[config.mk]
export PLATFORM = sky130hd
export DESIGN_NAME = seg_monitor
export DESIGN_NICKNAME = d
export VERILOG_FILES = /design/src/rtl/seg_monitor.sv
export SDC_FILE = /design/constraint.sdc
export NUM_CORES = 1
export LEC_CHECK = 0
export BUFFER_PORTS_ARGS = -buffer_cell sky130_fd_sc_hd__buf_2
export CORE_MARGIN = 4
export CORE_UTILIZATION = 50
export CTS_CLUSTER_SIZE = 30
export DETAILED_ROUTE_END_ITERATION = 10
export PLACE_DENSITY = 0.79
export REMOVE_ABC_BUFFERS = 1
export SLEW_MARGIN = 20
export SYNTH_ARGS = -nofsm -noshare
export SYNTH_HDL_FRONTEND = slang
export SYNTH_SLANG_ARGS = --single-unit
[constraint.sdc]
create_clock -name clk -period 3.8 [get_ports clk]
set_input_delay 0.57 -clock clk [delete_from_list [all_inputs] [get_ports clk]]
set_output_delay 0.57 -clock clk [all_outputs]
set_load 0.02 [all_outputs]
[src/rtl/seg_monitor.sv]
// Seven-segment / LED-bank observer: debounces the display, decodes the digit and
// classifies each accepted change as a step, a jump or an illegal state.
module seg_monitor #(
  parameter int STABLE_CYC = 2
) (
  input  logic       clk,
  input  logic       clr_n,
  input  logic [6:0] seg_in,
  input  logic [7:0] led_in,
  output logic [2:0] value,
  output logic       valid,
  output logic       step,
  output logic       jump,
  output logic       err,
  output logic [7:0] step_cnt,
  output logic [7:0] err_cnt
);

  localparam logic [1:0] ST_EMPTY = 2'd0;
  localparam logic [1:0] ST_TRACK = 2'd1;
  localparam logic [1:0] ST_FAULT = 2'd2;

  localparam logic [3:0] RUN_MAX = 4'(STABLE_CYC);

  logic [1:0]  state_q, state_d;
  logic [14:0] cand_q, cand_d;
  logic [3:0]  run_q, run_d;
  logic [2:0]  value_q, value_d;
  logic        valid_q, valid_d;
  logic        step_q, step_d;
  logic        jump_q, jump_d;
  logic        err_q, err_d;
  logic [7:0]  step_cnt_q, step_cnt_d;
  logic [7:0]  err_cnt_q, err_cnt_d;

  logic [14:0] samp;
  logic        same;
  logic        accept;
  logic [2:0]  dig;
  logic        dig_ok;
  logic        legal;

  // Run tracking: a saturated run matching the candidate has already been accepted.
  always_comb begin
    samp   = {seg_in, led_in};
    same   = (samp == cand_q);
    cand_d = cand_q;
    run_d  = run_q;
    if (same) begin
      if (run_q != RUN_MAX) run_d = run_q + 4'd1;
    end else begin
      cand_d = samp;
      run_d  = 4'd1;
    end
    accept = (run_d == RUN_MAX) && !(same && (run_q == RUN_MAX));
  end

  always_comb begin
    dig    = 3'd0;
    dig_ok = 1'b1;
    case (seg_in)
      7'h3F: dig = 3'd0;
      7'h06: dig = 3'd1;
      7'h5B: dig = 3'd2;
      7'h4F: dig = 3'd3;
      7'h66: dig = 3'd4;
      7'h6D: dig = 3'd5;
      7'h7D: dig = 3'd6;
      7'h07: dig = 3'd7;
      default: dig_ok = 1'b0;
    endcase
    legal = dig_ok && (led_in == (8'd1 << dig));
  end

  always_comb begin
    state_d    = state_q;
    value_d    = value_q;
    valid_d    = valid_q;
    step_d     = 1'b0;
    jump_d     = 1'b0;
    err_d      = 1'b0;
    if (accept) begin
      if (!legal) begin
        err_d   = 1'b1;
        valid_d = 1'b0;
        state_d = ST_FAULT;
      end else if (state_q != ST_TRACK) begin
        value_d = dig;
        valid_d = 1'b1;
        state_d = ST_TRACK;
      end else if (dig == value_q + 3'd1) begin
        // 3-bit add wraps, so 7->0 is a step
        value_d = dig;
        step_d  = 1'b1;
      end else if (dig != value_q) begin
        value_d = dig;
        jump_d  = 1'b1;
      end
    end
    step_cnt_d = step_cnt_q;
    err_cnt_d  = err_cnt_q;
    if (step_d && step_cnt_q != 8'hFF) step_cnt_d = step_cnt_q + 8'd1;
    if (err_d && err_cnt_q != 8'hFF)   err_cnt_d  = err_cnt_q + 8'd1;
  end

  always_ff @(posedge clk) begin
    if (!clr_n) begin
      state_q    <= ST_EMPTY;
      cand_q     <= '0;
      run_q      <= '0;
      value_q    <= '0;
      valid_q    <= 1'b0;
      step_q     <= 1'b0;
      jump_q     <= 1'b0;
      err_q      <= 1'b0;
      step_cnt_q <= '0;
      err_cnt_q  <= '0;
    end else begin
      state_q    <= state_d;
      cand_q     <= cand_d;
      run_q      <= run_d;
      value_q    <= value_d;
      valid_q    <= valid_d;
      step_q     <= step_d;
      jump_q     <= jump_d;
      err_q      <= err_d;
      step_cnt_q <= step_cnt_d;
      err_cnt_q  <= err_cnt_d;
    end
  end

  assign value    = value_q;
  assign valid    = valid_q;
  assign step     = step_q;
  assign jump     = jump_q;
  assign err      = err_q;
  assign step_cnt = step_cnt_q;
  assign err_cnt  = err_cnt_q;

endmodule

; ---- After elaboration in Yosys (flattened, before gate mapping)
; Cells that the tools add are included.
[word_totals]
input_bits = 17
regBits = 44
elab_cells = 66
out_inout_bits = 23
[classes]
reduce_logical = 11
eq_ne = 19
muxes = 18
addsub = 4
n_bitwise = 3
shifts = 1
[op_table]
columns = op, n
row1 = 7-bit == test (second input constant), 5
row2 = 3-bit case mux with 7 select lines, 1
row3 = 8-bit by 1-bit adder with 8-bit output (second input constant), 2
row4 = 8-bit != test (second input constant), 2
row5 = 15-bit == test, 1
row6 = 7-bit by 3-bit == test with 1-bit output (second input constant), 2
row7 = 1-bit two-way mux, 10
row8 = 3-bit two-way mux, 3
row9 = 4-bit by 2-bit == test with 1-bit output (second input constant), 2
row10 = 8-bit == test, 1
row11 = 4-bit two-way mux, 2
row12 = 8-bit OR reduction, 1
row13 = 1-bit by 3-bit left shift with 8-bit output (first input constant), 1
row14 = 7-bit by 6-bit == test with 1-bit output (second input constant), 1
row15 = 1-bit logical AND, 5
row16 = 5-bit OR reduction, 1
row17 = 4-bit by 1-bit adder with 4-bit output (second input constant), 1
row18 = 2-bit two-way mux, 2
row19 = 2-bit by 1-bit != test with 1-bit output (second input constant), 2
row20 = 4-bit by 2-bit != test with 1-bit output (second input constant), 1
row21 = 3-bit by 1-bit adder with 3-bit output (second input constant), 1
row22 = 3-bit == test, 1
row23 = 3-bit != test, 1
row24 = 1-bit NOT, 3
row25 = 4 further kinds, 4

; ---- Depth between registers and ports, before layout
; Gate-level depths: netlist of the first run.
[logic_depth]
word_depth = 8
mapped_depth = 10

; ---- Worst setup path after synthesis of the first run
; Ideal clock, no wire load.
[synth_timing]
path_kind = in2reg
from = input port seg_in[3]
to = register step_cnt_q[4] (netlist: step_cnt[4])
setup_ps = 70
path_stages = 10
required_ps = 3730
path_buffers = 2
setup_slack_ps = 679
arrival_ps = 3051
cell_sequence = buf_6 or3b_4 or4_1 and3_4 nor4_4 nand3_4 nand4bb_4 buf_6 or4_1 a21oi_1
[synth_between]
elab_chain_cells = 8
elab_cells_between_ends = 26
cone_classes = eq/ne (12) / shift (1) / mux (7) / reduce/logical (6)
[synth_rtl]
columns = item, line_no
row1 = start: declaration, 8  ; input logic [6:0] seg_in,
row2 = 7-bit by 3-bit == test with 1-bit output or 7-bit == test (tied branches), 61  ; case (seg_in)
row3 = 3-bit case mux with 7 select lines, 61
row4 = 1-bit by 3-bit left shift with 8-bit output or 3-bit == test (tied branches), "72, 91"
row5 = 8-bit == test or 1-bit two-way mux (tied branches), "72, 91"
row6 = 1-bit logical AND or 1-bit two-way mux (tied branches), "72, 87"
row7 = 1-bit two-way mux, 83  ; if (!legal) begin
row8 = 1-bit two-way mux *, 82  ; if (accept) begin
row9 = 1-bit logical AND *, 102  ; if (step_d && step_cnt_q != 8'hFF) step_cnt_d = step_cnt_q + 8'd1;
row10 = end signal: assignment, 127  ; step_cnt_q <= step_cnt_d;
row11 = end: declaration, 33  ; logic [7:0] step_cnt_q, step_cnt_d;
; Every way passes the cells marked *; elsewhere a longest branch is shown, timed or not.
; A chain may end at the register's enable or synchronous reset.

; ---- Final worst setup path of the first run
[layout_timing]
from = input port seg_in[2]
to = register step_cnt_q[7] (netlist: step_cnt[7])
; Same word-level chain as after synthesis.

==> metrics.md, run 1 <==
| Metric | Value |
|---|---|
| Critical path cell sequence | `buf_2 > or3b_4 > or4_1 > and3_4 > nor4_4 > nand3_4 > nand4bb_4 > or4_1 > a21oi_1` |
| Hold Slack | `between 400 and 500 ps` |
| Antenna viol nets, final | `0` |
| DP Area | `~2500 sq um` |
| Cells after Synth | `258` |
| Htree depth | `2` |
| Synthesized area per cell | `9.17 sq um` |
| Slew margin rel. | `a little under half` |
| Vias post-DR | `~1,900` |
| Crit share post-route | `about 83%` |
| Final Slew Violations | `0` |
| Commonest cells after routing, fill and taps aside | `dfxtp_1, buf_2, nor2_1` |
| Clk sinks | `43` |
| Layout area overhead | `10.9%` |
| Synthesized flop and latch total | `43` |
| Setup_tns | `0 ps` |
| WS Path Type | `primary input to flop` |
| Routed WL | `around 4700 um` |
| Synth async-reset ratio | `0%` |
| Setup Fix Bufs, Post-CTS | `0` |
| Vias in the first global route | `1,824` |
| Clk_lat worst skew | `between 200 and 300 ps` |
| Global route overflow | `0` |
| CP max-delay cell | `or4_1` |
| Max-cap viol count | `0` |
| Startpoint Class | `primary input` |
| HP Class | `flop to flop` |
| HPWL after detailed placement | `about 3500 um` |
| Fillers | `approximately 400` |
| CTS Root Cell | `clkbuf_8` |
| Placed cells | `approximately 340` |
| Diode count | `0` |
| Post-synth EDFFs | `0` |
| Crit end category | `flop` |
| Antenna violations before repair | `0` |
| DIE AREA | `between 5000 and 6000 sq um` |
| Drt wl/cell | `between 10 and 15 um` |
| VDD IR-drop max | `about 0.26 mV` |
| Total Routing Usage GR | `17.1%` |
| RSZ-0062 raised after global routing | `no` |
| Residual DRC | `0` |
| Worst-margin pin slew | `between 700 and 800 ps` |
| Final Hold Viols | `0` |
| Crit-path max cell delay | `520 ps` |
| I/O pin cnt | `40` |
| First-pass GRT wire length | `between 8000 and 9000 um` |
| Die H | `roughly 77 um` |
| Max Clk Rate | `roughly 320 MHz` |
| Status | `complete, no violations` |
| Post-synthesis cell area | `between 2000 and 2500 sq um` |
| Post-layout net count | `between 300 and 400` |
| Area of the core | `between 4000 and 5000 sq um` |
| Largest net degree at the start of global routing | `23` |
| Initial drt markers | `110` |
| Static Leak | `approximately 1.1 nW` |
| Inserted Clock Buffers | `5` |
| Vias/cell | `5.49` |
| Register area | `around 860 sq um` |
| I/O Buffers | `39` |
| CTS tree | `done` |
| Routability Congestion | `0.899` |
| CTS max path bufs | `2` |
| Synth warn | `0` |
| Dominant synthesized flop cell | `dfxtp_1` |
| Grt met1 use | `22.5%` |
| Die Wd | `roughly 77 um` |
| Crit-path most repeated cell | `or4_1` |
| Starting Density | `52.9%` |
| Design area | `between 2000 and 3000 sq um` |
| PostCTS Resize Cnt | `0` |
| Clock slew at reported path FFs | `approximately 80 ps` |
| Final Instance Count excl. Fillers | `around 350` |
| Most common cell after layout, fill and taps aside | `dfxtp_1` |
| PD cells | `approximately 310 nW/um^2` |
| CP Data Arrival Time | `between 3000 and 4000 ps` |
| Skew final | `5.73 ps` |
| Post-synth cell types | `55` |
| Register area share after synthesis | `between 30% and 40%` |
| Multi-input logic area | `around 1400 sq um` |
| Busiest grt layer | `met2` |
| 1st-pass router iterations | `4` |
| CTS Hold Buffers Added | `0` |
| Row Count | `24` |
| Global routing usage on met2 | `27.9%` |
| Ratio of cells with drive above 1 in the final layout | `about 23%` |
| Tmin final | `between 3000 and 4000 ps` |
| GRT met3 Usage | `about 3.3%` |
| Setup Viol. Count Final | `0` |
| CP Max Fanout | `12` |
| Worst Path Required | `~4000 ps` |
| Tot Pwr | `between 0.0008 and 0.0009 W` |
[area by class of cell]
cell class	instances	share of cell area, %
Clock buffer	7	2.91
Clock inverter	1	0.191
Inverter	7	1.00
Multi-Input combinational cell	196	52.9
Sequential cell	43	32.8
Tap cell	52	2.48
Timing Repair Buffer	40	7.73
[cell usage after synthesis, types with 2 or more instances]
master     n  area share (%)
dfxtp_1   43              36
nor2_1    25             4.0
xnor2_1   21             7.8
a21oi_1   14             3.0
nand2_1   14             2.2
and2_1    13             3.4
xor2_1    10             3.7
nand3_1    8             1.7
nand4_1    8             2.1
inv_1      7             1.1
clkbuf_1   6            0.95
nor3_1     6             1.3
o31ai_1    6             1.9
and3_1     5             1.3
buf_6      5             2.4
ha_1       5             2.6
o21ai_0    5             1.1
or4_1      5             1.6
nand4b_1   4             1.5
nor3b_1    4             1.3
mux2i_1    3             1.3
nor4_1     3            0.79
and2_2     2            0.63
and3_2     2            0.63
nand2b_1   2            0.53
nand3b_1   2            0.63
or2_2      2            0.53
[layer usage]
layer	up-vias	routed length (um)
met5	-	0
met4	0	78
met3	7	196
met2	41	2140
met1	867	2260
li1	986	-
[stage by stage]
step	util (%)	setup WS, ps
floorplan	-	779
CTS	58.6	646
detailed placement	56.8	354
global placement	56.8	446
global route	58.6	508
finish	58.6	654
[kinds of logic (layout without fill, tap and decap cells)]
| group | after synthesis | count (layout) | synth area share [%] |
|---|---|---|---|
| buffers and inverters | 19 | 55 | 4.97 |
| DFF | 43 | 43 | 36.4 |
| muxes | 3 | 3 | 1.27 |
| AOI/OAI and AO/OA | 35 | 35 | 9.74 |
| xor gates and xnor gates | 32 | 32 | 12.6 |
| and+or+nand+nor | 121 | 121 | 32.4 |
| adders and majority gates | 5 | 5 | 2.65 |
[registers in the layout (all words and copies together) (netlist names)]
register / count
cand_q: 15
err_cnt: 8
step_cnt: 8
step: 1
err: 1
jump: 1
value: 3
state_q: 2
run_q: 4
[critical path, delay by kind of cell]
kind	cells	cell delay (ps)
AOI/OAI and AO/OA	1	150
buffers and inverters	1	210
and+or+nand+nor	7	2430
[where the power goes]
group / leakage, nW / internal [W] / switching, W
sequential: 0.351 / 0.000459 / 0.00000407
combinational: 0.657 / 0.0000348 / 0.0000446
clock: 0.0422 / 0.000129 / 0.000146
[path summary, 6_finish.rpt]
check                                 from          end  slack, ps  cells past startpoint
worst max-delay path             seg_in[2]  step_cnt[7]        650                      9
worst min-delay path            state_q[0]   state_q[0]        480                      2
worst max register to register    run_q[1]  step_cnt[7]       1200                      9
worst min register to register  state_q[0]   state_q[0]        480                      2
No activity file was read; power rests on OpenSTA's default activity.
==> run 2: changes to the inputs <==
- PLACE_DENSITY: 0.79 -> 0.82
- clock period: 3.8 -> 2.8 ns (I/O delays scaled with it)
==> run 2 against run 1 <==
  * Via count grew 6.4%
  * Wire length grew 2.0%
  * Die area stayed put
  * Count of clock-buffer cells in the layout down 2
  * Critical endpoint unchanged
  * Highest routed layer unchanged
==> metrics.md, run 2 (synthesis gave the netlist of run 1 again) <==
| Metric | Value |
|---|---|
| Antenna viol nets, final | `0 (unchanged)` |
| Max-cap viol count | `0 (unchanged)` |
| Max Clk Rate | `between 300 and 400 MHz` |
| First-pass GRT wire length | `8320 um (+0.42%)` |
| Clk sinks | `43 (unchanged)` |
| Routability Congestion | `0.813 (-9.6%)` |
| Initial drt markers | `100 (-9.1%)` |
| Largest Register | `cand_q` |
| Cell depth of the worst flop-to-flop path | `9 (unchanged)` |
| PD cells | `409 nW/um^2 (+31%)` |
| CTS tree | `done` |
| Diode count | `0 (unchanged)` |
| Die Wd | `76.8 um (unchanged)` |
| PostCTS Resize Cnt | `0 (unchanged)` |
| Setup Viol. Count Final | `0 (unchanged)` |
| CTS Hold Buffers Added | `0 (unchanged)` |
| Skew final | `7.07 ps (+1.33 ps)` |
| Startpoint Class | `primary input` |
| RSZ-0062 raised after global routing | `no` |
| CTS Root Cell | `clkbuf_8` |
| Worst-margin pin slew | `772 ps (-4.68 ps)` |
| Global route overflow | `0 (unchanged)` |
| Tmin final | `between 2000 and 3000 ps` |
| CP Max Fanout | `9 (-3)` |
| Dpl ws | `-152 ps (-505 ps)` |
| Static Leak | `1.13 nW (+7.7%)` |
| WS Path Type | `primary input to flop` |
| Final Slew Violations | `0 (unchanged)` |
| VDD IR-drop max | `0.388 mV (+51%)` |
| Largest net degree at the start of global routing | `23 (unchanged)` |
| Setup Fix Bufs, Post-CTS | `0 (unchanged)` |
| Vias in the first global route | `1,934 (+6.0%)` |
| Largest register FFs | `15 (unchanged)` |
| Die H | `76.8 um (unchanged)` |
| CP Data Arrival Time | `2870 ps (-490 ps)` |
| Drt wl/cell | `13.2 um (-2.5%)` |
| Hold Slack | `402 ps (-75.2 ps)` |
| DIE AREA | `5890 sq um (unchanged)` |
| Starting Density | `52.9% (unchanged)` |
| Inserted Clock Buffers | `5 (unchanged)` |
| Slew margin rel. | `47.2% (+0.32 points)` |
| Ratio of cells with drive above 1 in the final layout | `27.4% (+4.6 points)` |
| Crit share post-route | `94.8%` |
| CTS max path bufs | `2 (unchanged)` |
| Htree depth | `2 (unchanged)` |
| Commonest cells after routing, fill and taps aside | `dfxtp_1, buf_2, nor2_1` |
| 1st-pass router iterations | `5 (+1)` |
| Area of the core | `4470 sq um (unchanged)` |
| Worst Path Required | `3020 ps (-1000 ps)` |
| Most common cell after layout, fill and taps aside | `dfxtp_1` |
| WHS Path Cells | `2 (unchanged)` |
| Vias post-DR | `2,023 (+6.4%)` |
| Final Instance Count excl. Fillers | `362 (+4.6%)` |
| HP Class | `primary input to flop` |
| Layout area overhead | `16.1%` |
| Tot Pwr | `0.00112 W (+37%)` |
| Antenna violations before repair | `0 (unchanged)` |
| Hold Path Sink | `cand_q[4]` |
| Total Routing Usage GR | `16.9% (-0.19 points)` |
| Post-layout net count | `331 (+5.1%)` |
| I/O Buffers | `39 (unchanged)` |
| Status | `complete, no violations` |
| Worst flop-to-flop path startpoint | `run_q[0]` |
| RR Endpoint | `step_cnt[7]` |
| Routed WL | `4770 um (+2.0%)` |
| Placed cells | `354 (+4.7%)` |
| Crit end category | `flop` |
| Hold wc startpoint | `led_in[4]` |
| I/O pin cnt | `40 (unchanged)` |
| Clock slew at reported path FFs | `80 ps (about the same)` |
| Row Count | `24 (unchanged)` |
| Clk_lat worst skew | `290 ps (about the same)` |
| FF-to-FF setup slack | `340 ps (-860 ps)` |
| Final core utilization | `61.4% (+2.7 points)` |
| HPWL after detailed placement | `3630 um (+4.1%)` |
| Residual DRC | `0 (unchanged)` |
| Final Hold Viols | `0 (unchanged)` |
| Vias/cell | `5.59 (+1.7%)` |
| Final worst slack | `145 ps (-509 ps)` |
## run 2: routing by layer
metal	vias to the layer above	global-route usage, %	wire length (um)
met3	9	4.10	218
li1	1020	-	-
met4	0	6.16	87
met5	-	0	0
met2	42	29.2	2320
met1	952	20.4	2140
## run 2: final cells by class
cell class / count / area [sq um]
repair buffers: 56 / 323
clock inverters: 3 / 15.0
clock buffers: 5 / 68.8
flip-flops and latches: 43 / 861
multi-input cells: 196 / 1390
fillers: 382 / 1730
well taps: 52 / 65.1
inverters: 7 / 26.3
## run 2: critical path: stages
cell	delay (ps)
buf_2	100
or3b_4	390
or4_1	510
and3_4	200
nor4_4	230
nand3_4	100
nand4bb_4	270
or4_1	500
a21oi_1	150
## run 2: worst max path at each step
stage / startpoint / slack (ps) / end
final: seg_in[3] / 140 / step_cnt[7]
after global routing: seg_in[2] / 20 / err_cnt[6]
after CTS: seg_in[3] / 150 / step_cnt[7]
after detailed placement: seg_in[3] / -150 / step_cnt[7]
after global placement: seg_in[3] / -90 / step_cnt[7]
after floorplan: seg_in[3] / -70 / step_cnt[7]
## run 2: where the power goes
part	switching (W)	internal, W
registers	0.00000565	0.000623
logic	0.0000641	0.0000549
clock network	0.000204	0.000171
## run 2: stage by stage
stage	TNS, ps	cell area [sq um]
after floorplan	-80.6	2270
after global placement	-164	2660
after global routing	0	2750
after detailed placement	-565	2660
final	0	2750
after CTS	0	2750
==> run 3: changes to the inputs <==
- RECOVER_POWER: default -> 50
==> run 3 against run 2 <==
  * Worst hold slack improved by 7.5 ps
  * Via count rose by 0.74%
  * Largest cell class unchanged
  * First-iteration DRC count fell by 3.0%
  * Critical endpoint unchanged
  * Clock skew barely moved
==> metrics.md, run 3 (synthesis gave the netlist of run 1 again) <==
| Metric | Value |
|---|---|
| Status | `complete, no violations` |
| Seq pwr share | `55.9% (about the same)` |
| Routability Congestion | `0.813 (unchanged)` |
| Crit end category | `flop` |
| Largest Register | `cand_q` |
| CP Buf/Inv Count | `1 (unchanged)` |
| Clock slew at reported path FFs | `80 ps (about the same)` |
| Critical path cell sequence | `buf_2 > or3b_4 > or4_1 > and3_4 > nor4_4 > nand3_4 > nand4bb_4 > or4_1 > a21oi_1` |
| PD cells | `413 nW/um^2 (+1.0%)` |
| Global routing usage on met2 | `29.2% (unchanged)` |
| Area of the core | `4470 sq um (unchanged)` |
| WS Path Type | `primary input to flop` |
| Inserted Clock Buffers | `5 (unchanged)` |
| I/O pin cnt | `40 (unchanged)` |
| Vias/cell | `5.63 (+0.74%)` |
| Clk network pwr share | `33.5% (about the same)` |
| Final Slew Violations | `0 (unchanged)` |
| Die Wd | `76.8 um (unchanged)` |
| Static Leak | `1.04 nW (-7.6%)` |
| Largest register FFs | `15 (unchanged)` |
| Antenna violations before repair | `0 (unchanged)` |
| Final Hold Viols | `0 (unchanged)` |
| Setup_tns | `0 ps (unchanged)` |
| Switching power | `0.000276 W (+0.74%)` |
| RSZ-0062 raised after global routing | `no` |
| Drt wl/cell | `13.2 um (+0.29%)` |
| PostCTS Resize Cnt | `0 (unchanged)` |
| Clk sinks | `43 (unchanged)` |
| Busiest grt layer | `met2` |
| Crit-path max cell delay | `510 ps (about the same)` |
| Largest delay share family, worst path | `simple AND/OR/NAND/NOR gates` |
| Die H | `76.8 um (unchanged)` |
| Sw frac | `24.5% (+0.15 points)` |
| Routed WL | `4780 um (+0.29%)` |
| Logic pwr share | `10.5% (about the same)` |
| Largest net degree at the start of global routing | `23 (unchanged)` |
| Crit share post-route | `94.6% (-0.27 points)` |
| CTS Hold Buffers Added | `0 (unchanged)` |
| Initial drt markers | `97 (-3.0%)` |
| Setup Fix Bufs, Post-CTS | `0 (unchanged)` |
| DIE AREA | `5890 sq um (unchanged)` |
| Residual DRC | `0 (unchanged)` |
| Final Instance Count excl. Fillers | `362 (unchanged)` |
| Hold Slack | `410 ps (+7.53 ps)` |
| Worst-margin pin slew | `771 ps (-1.55 ps)` |
| VDD IR-drop max | `0.389 mV (+0.22%)` |
| Row Count | `24 (unchanged)` |
| Setup Viol. Count Final | `0 (unchanged)` |
| Commonest cells after routing, fill and taps aside | `dfxtp_1, nor2_1, xnor2_1` |
| CP Max Fanout | `9 (unchanged)` |
| Skew final | `6.77 ps (-0.295 ps)` |
| Placed cells | `354 (unchanged)` |
| Vias post-DR | `2,038 (+0.74%)` |
| GRT met3 Usage | `4.10% (unchanged)` |
| Worst Path Required | `3020 ps (about the same)` |
| CTS Root Cell | `clkbuf_8` |
| Design area | `2720 sq um (-0.87%)` |
| Global route overflow | `0 (unchanged)` |
| CTS tree | `done` |
| HP Class | `primary input to flop` |
| Ratio of cells with drive above 1 in the final layout | `21.3% (-6.1 points)` |
| I/O Buffers | `39 (unchanged)` |
| Post-layout net count | `331 (unchanged)` |
| Clk_lat worst skew | `290 ps (about the same)` |
| Htree depth | `2 (unchanged)` |
| Slew margin rel. | `47.3% (+0.11 points)` |
| Crit-path most repeated cell | `or4_1` |
| Layout area overhead | `15.1%` |
| First-pass GRT wire length | `8320 um (unchanged)` |
| Max-cap viol count | `0 (unchanged)` |
| HPWL after detailed placement | `3630 um (unchanged)` |
| 1st-pass router iterations | `4 (-1)` |
| Most common cell after layout, fill and taps aside | `dfxtp_1` |
| CP max-delay cell | `or4_1` |
| Vias in the first global route | `1,934 (unchanged)` |
| CTS max path bufs | `2 (unchanged)` |
| CP Data Arrival Time | `2860 ps (about the same)` |
| Antenna viol nets, final | `0 (unchanged)` |
| DP Area | `2660 sq um (unchanged)` |
| Total Routing Usage GR | `16.9% (unchanged)` |
| Max Clk Rate | `378 MHz (+0.28%)` |
| Starting Density | `52.9% (unchanged)` |
| Startpoint Class | `primary input` |
| Grt met1 use | `20.4% (unchanged)` |
| Tmin final | `2650 ps (-7.51 ps)` |
| Diode count | `0 (unchanged)` |
| Int Pwr | `0.000848 W (about the same)` |
run 3: stage by stage:
step	utilization (%)	setup slack [ps]	power [W]
after floorplan	-	-71.5	0.000707
after global placement	59.5	-90.7	0.000757
after detailed placement	59.5	-152	0.000762
after CTS	61.4	148	0.00114
after global routing	60.8	20.6	0.00117
final	60.8	152	0.00112
run 3: cell type report:
cell class	count	area, sq um
Clock buffer	5	68.8
Multi-Input combinational cell	196	1390
Clock inverter	3	15.0
Timing Repair Buffer	56	299
Inverter	7	26.3
Sequential cell	43	861
Tap cell	52	65.1
Fill cell	390	1750
run 3: worst paths after layout:
kind / start / end / slack (ps) / depth (start not counted)
worst min register to register: state_q[0] / state_q[0] / 490 / 2
worst min-delay path: led_in[6] / cand_q[6] / 410 / 2
worst max-delay path: seg_in[3] / step_cnt[7] / 150 / 9
worst max register to register: run_q[0] / step_cnt[7] / 340 / 9
run 3: power by group through the flow:
stage | logic [W] | clock network [W] | registers (W)
finish | 0.000119 | 0.000377 | 0.000629
detailed placement | 0.000118 | 0 | 0.000644
global placement | 0.000114 | 0 | 0.000643
floorplan | 0.0000644 | 0 | 0.000642
CTS | 0.000119 | 0.000388 | 0.000629
global route | 0.000131 | 0.000410 | 0.000630
run 3: routing by layer:
metal	routed length [um]	share of wire, %
met1	2110	44
met5	0	0
met2	2340	49
met4	87	1.8
met3	241	5.0
